$ cat config.mk
export PLATFORM = sky130hd
export DESIGN_NAME = irq_ctrl
export DESIGN_NICKNAME = d
export VERILOG_FILES = /design/src/rtl/irq_ctrl.sv
export SDC_FILE = /design/constraint.sdc
export NUM_CORES = 1
export LEC_CHECK = 0
export ABC_CLOCK_PERIOD_IN_PS = 2000
export BUFFER_PORTS_ARGS = -buffer_cell sky130_fd_sc_hd__buf_2
export CORE_MARGIN = 5
export CORE_UTILIZATION = 40
export CTS_CLUSTER_DIAMETER = 60
export DETAILED_ROUTE_END_ITERATION = 12
export HOLD_SLACK_MARGIN = 0.1
export PLACE_DENSITY_LB_ADDON = 0.05
export SYNTH_ARGS = -nofsm -noshare
export SYNTH_HDL_FRONTEND = slang
export SYNTH_SLANG_ARGS = --single-unit
$ cat constraint.sdc
create_clock -name clk -period 2 [get_ports clk]
set_clock_uncertainty 0.05 [all_clocks]
set_input_delay 0.4 -clock clk [delete_from_list [all_inputs] [get_ports clk]]
set_output_delay 0.4 -clock clk [all_outputs]
set_load 0.01 [all_outputs]
$ cat src/rtl/irq_ctrl.sv
// ---------------------------------------------------------------------------
// irq_ctrl -- interrupt controller downstream of the timer block.
//
// Edge-detects the event lines on src_i (bit 0 is normally the timer's
// timeout_o) and latches each rising edge into PENDING. ACTIVE is
// PENDING & ENABLE. One registered CPU interrupt is raised together with the
// ID of the highest-priority active source (lowest index wins).
//
// Register map (word index addr):
//   0 ENABLE  RW   per-source enables
//   1 PENDING R    write-1-to-clear
//   2 ACTIVE  RO   PENDING & ENABLE
//   3 CLAIM   R    {valid, 26'b0, id}; a valid read clears PENDING[id]
//   4 SWSET   W    write-1-to-set PENDING, reads 0
//   5 GCTRL   RW   bit0 = global interrupt enable
//   6,7       read 0, writes ignored
//
// Ports:
//   clk, resetn        clock, synchronous active-low reset
//   sel, wr_en, rd_en  peripheral bus strobes (wr_en/rd_en qualified by sel)
//   addr, wdata        register index and write data
//   rdata              registered read data (1-cycle latency, holds when idle)
//   src_i              event lines
//   irq_o, irq_id_o    registered interrupt request and source ID
//
// Optional build macro IRQ_CTRL_SYNC_EN: routes every src_i bit through a
// 2-flop synchronizer ahead of the edge-detect flop, for asynchronous
// sources. src_i-to-irq_o latency grows from 2 to 4 cycles.
// ---------------------------------------------------------------------------
module irq_ctrl #(
    parameter int unsigned NSRC = 8
) (
    input  logic            clk,
    input  logic            resetn,
    input  logic            sel,
    input  logic            wr_en,
    input  logic            rd_en,
    input  logic [2:0]      addr,
    input  logic [31:0]     wdata,
    output logic [31:0]     rdata,
    input  logic [NSRC-1:0] src_i,
    output logic            irq_o,
    output logic [4:0]      irq_id_o
);

    typedef enum logic [2:0] {
        REG_ENABLE  = 3'd0,
        REG_PENDING = 3'd1,
        REG_ACTIVE  = 3'd2,
        REG_CLAIM   = 3'd3,
        REG_SWSET   = 3'd4,
        REG_GCTRL   = 3'd5,
        REG_RSVD6   = 3'd6,
        REG_RSVD7   = 3'd7
    } reg_e;

    logic [NSRC-1:0] enable_q,  enable_d;
    logic [NSRC-1:0] pending_q, pending_d;
    logic            gen_q,     gen_d;
    logic [NSRC-1:0] src_q;
    logic [31:0]     rdata_q,   rdata_d;
    logic            irq_q,     irq_d;
    logic [4:0]      irq_id_q,  irq_id_d;

    logic [NSRC-1:0] src_s;
    logic [NSRC-1:0] rise;
    logic [NSRC-1:0] active;
    logic [NSRC-1:0] active_low;
    logic [4:0]      active_id;
    logic            any_active;
    logic            bus_wr;
    logic            bus_rd;
    reg_e            reg_sel;

    // Only wdata[NSRC-1:0] and wdata[0] carry meaning; fold the rest here.
    logic unused_wdata;
    assign unused_wdata = ^wdata;

`ifdef IRQ_CTRL_SYNC_EN
    logic [NSRC-1:0] sync1_q;
    logic [NSRC-1:0] sync2_q;

    always_ff @(posedge clk) begin
        if (!resetn) begin
            sync1_q <= '0;
            sync2_q <= '0;
        end else begin
            sync1_q <= src_i;
            sync2_q <= sync1_q;
        end
    end

    assign src_s = sync2_q;
`else
    assign src_s = src_i;
`endif

    assign rise       = src_s & ~src_q;
    assign active     = pending_q & enable_q;
    assign any_active = |active;
    // Isolate the lowest set bit: this is the claimed source as a one-hot mask.
    assign active_low = active & (~active + 1'b1);
    assign bus_wr     = sel & wr_en;
    assign bus_rd     = sel & rd_en;
    assign reg_sel    = reg_e'(addr);

    // Priority encoder, lowest index wins; 0 when nothing is active.
    always_comb begin
        active_id = '0;
        for (int unsigned i = 0; i < NSRC; i++) begin
            if (active[NSRC-1-i]) begin
                active_id = 5'(NSRC-1-i);
            end
        end
    end

    always_comb begin
        logic [NSRC-1:0] clr;
        logic [NSRC-1:0] swset;

        enable_d  = enable_q;
        gen_d     = gen_q;
        rdata_d   = rdata_q;
        clr       = '0;
        swset     = '0;

        if (bus_wr) begin
            unique case (reg_sel)
                REG_ENABLE:  enable_d = wdata[NSRC-1:0];
                REG_PENDING: clr      = wdata[NSRC-1:0];
                REG_SWSET:   swset    = wdata[NSRC-1:0];
                REG_GCTRL:   gen_d    = wdata[0];
                default:     ;
            endcase
        end

        if (bus_rd) begin
            unique case (reg_sel)
                REG_ENABLE:  rdata_d = 32'(enable_q);
                REG_PENDING: rdata_d = 32'(pending_q);
                REG_ACTIVE:  rdata_d = 32'(active);
                REG_CLAIM:   rdata_d = any_active ? {1'b1, 26'b0, active_id} : '0;
                REG_GCTRL:   rdata_d = {31'b0, gen_q};
                default:     rdata_d = '0;
            endcase
            if (reg_sel == REG_CLAIM) begin
                clr = clr | active_low;
            end
        end

        // Set terms applied after clear so a coincident event is never lost.
        pending_d = (pending_q & ~clr) | rise | swset;

        irq_d    = gen_q & any_active;
        irq_id_d = (gen_q & any_active) ? active_id : '0;
    end

    always_ff @(posedge clk) begin
        if (!resetn) begin
            enable_q  <= '0;
            pending_q <= '0;
            gen_q     <= 1'b0;
            src_q     <= '0;
            rdata_q   <= '0;
            irq_q     <= 1'b0;
            irq_id_q  <= '0;
        end else begin
            enable_q  <= enable_d;
            pending_q <= pending_d;
            gen_q     <= gen_d;
            src_q     <= src_s;
            rdata_q   <= rdata_d;
            irq_q     <= irq_d;
            irq_id_q  <= irq_id_d;
        end
    end

    assign rdata    = rdata_q;
    assign irq_o    = irq_q;
    assign irq_id_o = irq_id_q;

endmodule
==> run_results.csv, run 1 <==
group,metric,value,unit
outcome,status,"completed",
clock_tree,htreeDepth,2,
timing,setup_viol,0,
cells_and_area,design_area,2336,um^2
cells_and_area,antenna_cells,0,
placed_design,placed_area,2245,um^2
detailed_routing,drtIter0Drc,95,
clock_tree,clk_latency,0.29,ns
worst_setup_path,critPathKind,"reg -> reg",
pwr,seq_power_share,0.522,
yosys,syn-cell-area,2072,um^2
clock_tree,post_cts_buffers,0,
yosys,yosysTopAreaCell,"dfxtp_1",
placed_design,gp_congestion,0.7792,
pwr,pwr-share-comb,0.129,
yosys,netlist_instances,230,
clock_tree,clk_pin_slew,0.08,ns
pwr,clkPwrFrac,0.349,
global_routing,grt_pass1_wl,7962,um
die,die_x,81.97,um
detailed_routing,wl,4931,um
clock_tree,postCtsHoldBufs,0,
die,die_area,6719,um^2
detailed_routing,drtPass1Iterations,4,
placed_design,io_buffers,36,
cells_and_area,seq_area,760.7,um^2
cells_and_area,multiInputGateArea,1119,um^2
timing,hold_violations,0,
worst_setup_path,critical_path_peak_fanout,6,
timing,maxSlewViolCount,0,
detailed_routing,num_vias,1683,
timing,rsz0062_at_grt,"no",
cells_and_area,fillCellCount,539,
die,placement_rows,26,
cells_and_area,final_layout_size_suffix_gt1_frac,0.2030,
run,max_cap_violations,0,
clock_tree,cts_made_buffers,5,
worst_setup_path,path_delay_family,"compound AO/OA/AOI/OAI gates",
detailed_routing,avgViaCountPerCell,4.935,
die,io_pins,86,
pwr,p_per_area,668.5,nW/um^2
yosys,netlist.area_leader.share,0.3671,
clock_tree,cts.path.max_buffers,2,
global_routing,grt_pass1_vias,1625,
worst_setup_path,cp_data_required_time,2.13,ns
yosys,ys_seq_area_frac,0.3671,
worst_setup_path,cpMaxStageDelayCell,"a22oi_1",
timing,post-route-period-util,0.8311,
pwr,p_sw,0.4105,mW
timing,min_period,1.662,ns
pwr,internal-power,1.151,mW
yosys,ys_ff_latch,38,
worst_setup_path,crit_path_start_kind,"flip-flop",
timing,max_freq,601.6,MHz
yosys,synth.area.top_cells,"dfxtp_1, buf_4, a22o_1",
global_routing,gr-usage-all-layers,0.1547,
yosys,synth_cell_types,41,
clock_tree,cts_tree,"built",
pwr,power.leakage,0.9745,nW
detailed_routing,drcViolationCount,0,
worst_setup_path,cp-end-kind,"flip-flop",
worst_setup_path,cp.buffers_inverters,0,
placed_design,hpwl,3726,um
worst_setup_path,cp_cell_sequence,"a22oi_1 -> and4_1 -> nand3_1 -> a22o_1",
cells_and_area,area_growth,12.74,%
cells_and_area,final_util,0.4603,
worst_hold_path,hp-class,"in -> reg",
global_routing,grt.overflow.total,0,
detailed_routing,wl_per_cell,14.46,um
yosys,syn_area_per_cell,9.009,um^2
worst_setup_path,cp.arrival,1.80,ns
cells_and_area,layout.nets,318,
global_routing,grt_max_degree,19,
detailed_routing,antenna_left,0,
timing,tns,0,ns
yosys,yosysWarnings,0,
die,coreArea,5075,um^2
die,die_h,81.97,um
pwr,swShare,0.2629,
worst_setup_path,cp_slowest_stage_delay,0.44,ns
cells_and_area,mostFrequentLayoutCells,"dfxtp_1, buf_2, conb_1, nand2_1, nor2b_1",
cells_and_area,final_common_cell,"dfxtp_1",
die,start_util,0.4083,
clock_tree,cts_sinks,38,
pwr,ir_drop,0.3313,mV
clock_tree,cts_resized,0,
clock_tree,clk_root_buffer_cell,"clkbuf_8",
global_routing,antenna_found_initial,0,
-- sequential cells by signal, indices dropped and copies added (netlist names) --
signal     flops
src_q          8
irq_id_o       3
irq_o          1
pending_q      8
enable_q       8
gen_q          1
rdata          9
-- synth_stat cells --
library cell	instances
mux2i_1	9
nand2_2	1
inv_1	12
and2_1	12
and3b_1	1
buf_4	25
a2bb2oi_1	1
and4_1	1
and2b_1	1
a32oi_1	4
o41a_1	1
nand2b_1	9
a21oi_1	8
nor3_1	1
o22ai_1	1
nor4b_4	1
buf_2	1
nor3_2	1
o21ai_0	3
o41ai_1	1
conb_1	1
nand3_1	8
dfxtp_1	38
a31oi_1	2
buf_6	2
a221oi_1	1
nand2_1	16
nor2_1	5
o211ai_1	2
a22o_1	13
clkbuf_1	6
nand4_1	2
o32a_1	1
a32o_1	6
nor4_4	1
nor2b_1	16
a22oi_1	10
a221o_1	1
o21a_1	3
nand3b_4	1
a21boi_1	1
-- kinds of logic after synthesis --
kind of cell | Yosys count | synth area share
compound gates | 59 | 0.2222
buf+inv | 46 | 0.1365
flops | 38 | 0.3671
mux | 9 | 0.04348
other cells | 1 | 0.001810
simple gates | 77 | 0.2289
-- final timing paths --
path | startpoint | end | slack, ns | depth (start not counted)
min reg2reg | gen_q | irq_id_o[2] | 0.44 | 2
max reg2reg | pending_q[1] | pending_q[7] | 0.34 | 4
min | src_i[2] | src_q[2] | 0.27 | 2
max | pending_q[1] | pending_q[7] | 0.34 | 4
-- per-layer routing --
| metal | vias up | track usage | wire length (um) |
|---|---|---|---|
| met5 | - | 0 | 0 |
| met3 | 7 | 0.03509 | 223 |
| li1 | 855 | - | - |
| met4 | 0 | 0.04817 | 57 |
| met2 | 31 | 0.2480 | 2340 |
| met1 | 790 | 0.2055 | 2310 |
-- cell type report --
cell class / count / area share
clock buffers: 7 / 0.03696
clock inverters: 1 / 0.002142
inverters: 12 / 0.01928
multi-input cells: 170 / 0.4788
flip-flops and latches: 38 / 0.3257
well taps: 70 / 0.03749
repair buffers: 43 / 0.09962
-- per-stage QoR --
stage / std cells / power [mW] / hold WS (ns) / setup slack [ns]
after CTS: 341 / 1.578 / 0.2656 / 0.3279
after global routing: 341 / 1.643 / 0.2725 / 0.2169
after detailed placement: 333 / 1.032 / 0.4282 / 0.2521
after floorplan: 254 / 1.001 / 0.3902 / 0.4790
after global placement: 333 / 1.032 / 0.4347 / 0.2287
final: 341 / 1.562 / 0.2695 / 0.3377
-- power by group through the flow --
stage	registers [mW]	clock network, mW	logic, mW
floorplan	0.825	0	0.176
global placement	0.832	0	0.200
detailed placement	0.832	0	0.201
CTS	0.814	0.561	0.202
global route	0.820	0.596	0.227
finish	0.815	0.545	0.202
Note: power is estimated with default switching activity, not from simulation.
==> run 2, diff against run 1 <==
--- a/config.mk
+++ b/config.mk
@@ -5,7 +5,7 @@
 export SDC_FILE = /design/constraint.sdc
 export NUM_CORES = 1
 export LEC_CHECK = 0
-export ABC_CLOCK_PERIOD_IN_PS = 2000
+export ABC_CLOCK_PERIOD_IN_PS = 1400
 export BUFFER_PORTS_ARGS = -buffer_cell sky130_fd_sc_hd__buf_2
 export CORE_MARGIN = 5
 export CORE_UTILIZATION = 40
==> constraint.sdc (replaced) <==
create_clock -name clk -period 1.4 [get_ports clk]
set_clock_uncertainty 0.05 [all_clocks]
set_input_delay 0.28 -clock clk [delete_from_list [all_inputs] [get_ports clk]]
set_output_delay 0.28 -clock clk [all_outputs]
set_load 0.01 [all_outputs]
==> run 2 against run 1 <==
The run now ends with setup timing left. Sequential power increased by 41%. Maximum frequency rose by 18%. Worst hold slack worse by 0.12 ns. Non-clock buffer count grew 30. First-iteration DRC count shrank 37%. Total power rose by 47%. Critical endpoint is now rdata[0].
==> run_results.csv, run 2 (synthesis gave the netlist of run 1 again) <==
group,metric,value,unit
timing,setup_ws,-0.007032,ns
placed_design,hpwl,3952,um
pwr,ir_drop,0.4589,mV
detailed_routing,wl,5209,um
global_routing,gr-usage-all-layers,0.1607,
cells_and_area,final_util,0.5136,
timing,max_freq,710.7,MHz
pwr,seq_power_share,0.504,
cells_and_area,antenna_cells,0,
placed_design,io_buffers,36,
detailed_routing,antenna_left,0,
global_routing,grt_pass1_vias,1704,
cells_and_area,area_growth,25.79,%
placed_design,gp_congestion,0.8073,
die,die_area,6719,um^2
pwr,swShare,0.2604,
detailed_routing,wl_per_cell,14.04,um
die,placement_rows,26,
run,max_cap_violations,0,
cells_and_area,final_common_cell,"buf_2",
outcome,violations,"setup timing",
pwr,clkPwrFrac,0.338,
outcome,status,"finished with violations",
detailed_routing,drtPass1Iterations,4,
worst_setup_path,cp_cell_sequence,"buf_6 -> a22o_1 -> buf_4 -> a31oi_1 -> a32oi_1 -> o22ai_1",
worst_setup_path,cp-end-kind,"flip-flop",
pwr,p_per_area,878.1,nW/um^2
cells_and_area,final_cells,371,
timing,tns,-0.01403,ns
worst_setup_path,cpMaxStageDelayCell,"dfxtp_2",
clock_tree,clk_latency,0.29,ns
worst_setup_path,cp_slowest_stage_delay,0.34,ns
detailed_routing,drcViolationCount,0,
detailed_routing,num_vias,1824,
worst_hold_path,hp-class,"in -> reg",
global_routing,grt_pass1_wl,8266,um
worst_hold_path,min_path_cells,2,
clock_tree,cts.path.max_buffers,2,
worst_setup_path,critical_path_peak_fanout,4,
clock_tree,cts_tree,"built",
timing,min_period,1.407,ns
worst_setup_path,cp.arrival,1.57,ns
placed_design,place_inst,360,
die,io_pins,86,
worst_setup_path,cp_data_required_time,1.57,ns
die,coreArea,5075,um^2
timing,rsz0062_at_grt,"yes",
cells_and_area,mostFrequentLayoutCells,"buf_2, buf_4, dfxtp_1, conb_1",
timing,maxSlewViolCount,0,
cells_and_area,largest_reg_flops,9,
worst_setup_path,critPathKind,"reg -> reg",
detailed_routing,avgViaCountPerCell,4.916,
global_routing,grt_max_degree,30,
clock_tree,clk_root_buffer_cell,"clkbuf_8",
pwr,pwr-share-comb,0.157,
pwr,internal-power,1.693,mW
die,die_x,81.97,um
die,start_util,0.4083,
clock_tree,clk_pin_slew,0.08,ns
global_routing,grt.overflow.total,0,
pwr,p_sw,0.5960,mW
worst_setup_path,crit_path_start_kind,"flip-flop",
detailed_routing,drtIter0Drc,60,
cells_and_area,layout.nets,348,
cells_and_area,final_layout_size_suffix_gt1_frac,0.3156,
clock_tree,cts_sinks,38,
global_routing,antenna_found_initial,0,
clock_tree,cts_made_buffers,5,
timing,post-route-period-util,1.005,
timing,setup_viol,2,
pwr,power.leakage,1.133,nW
worst_setup_path,reg2reg_depth,6,
timing,hold_violations,0,
clock_tree,htreeDepth,2,
die,die_h,81.97,um
==> run 2: critical path: cells and delay by family (launching register included) <==
kind	cells	cell delay, ns
AO/OA/AOI/OAI	4	0.70
flip-flops	1	0.34
buffers and inverters	2	0.25
==> run 2: metal layers <==
layer,wire length (um),up-vias,GRT usage
met2,2615,49,0.2754
met3,297,4,0.03947
li1,-,911,-
met5,0,-,0
met1,2269,860,0.1976
met4,27,0,0.04817
==> run 2: through the flow <==
stage                     instance area (um^2)  hold slack, ns  total power [mW]  setup slack (ns)
after floorplan                           2165          0.3517             1.430          0.009975
after global placement                    2460          0.4336             1.522          -0.08844
after detailed placement                  2460          0.4277             1.525           -0.1031
after CTS                                 2559          0.1393             2.310          0.004571
after global routing                      2606          0.1459             2.400          -0.03855
final                                     2606          0.1465             2.289         -0.007032
==> run 2: power groups by stage <==
stage	combinational (mW)	sequential (mW)	clock (mW)
final	0.360	1.15	0.774
after global routing	0.401	1.16	0.841
after CTS	0.354	1.15	0.806
after detailed placement	0.352	1.17	0
after global placement	0.349	1.17	0
after floorplan	0.252	1.18	0
==> run 2: final timing paths <==
kind | startpoint | end | slack [ns]
hold reg to reg | gen_q | irq_id_o[2] | 0.44
setup / recovery | pending_q[0] | rdata[0] | -0.007
hold / removal | src_i[2] | src_q[2] | 0.15
setup reg to reg | pending_q[0] | rdata[0] | -0.007
==> run 2: what timing repair did <==
item	CTS	global route
pin swaps	1	8
resized for setup	6	8
hold buffers	0	0
buffers inserted	0	3
cloned	0	0
endpoints found under the setup margin	5	11
==> run 2: area by class of cell <==
type | instances | area, um^2
clock buffers | 7 | 86.33
clock inverters | 1 | 5.005
fillers | 529 | 2469
inverters | 12 | 45.04
multi-input cells | 170 | 1136
flip-flops and latches | 38 | 768.2
well taps | 70 | 87.58
repair buffers | 73 | 478.0
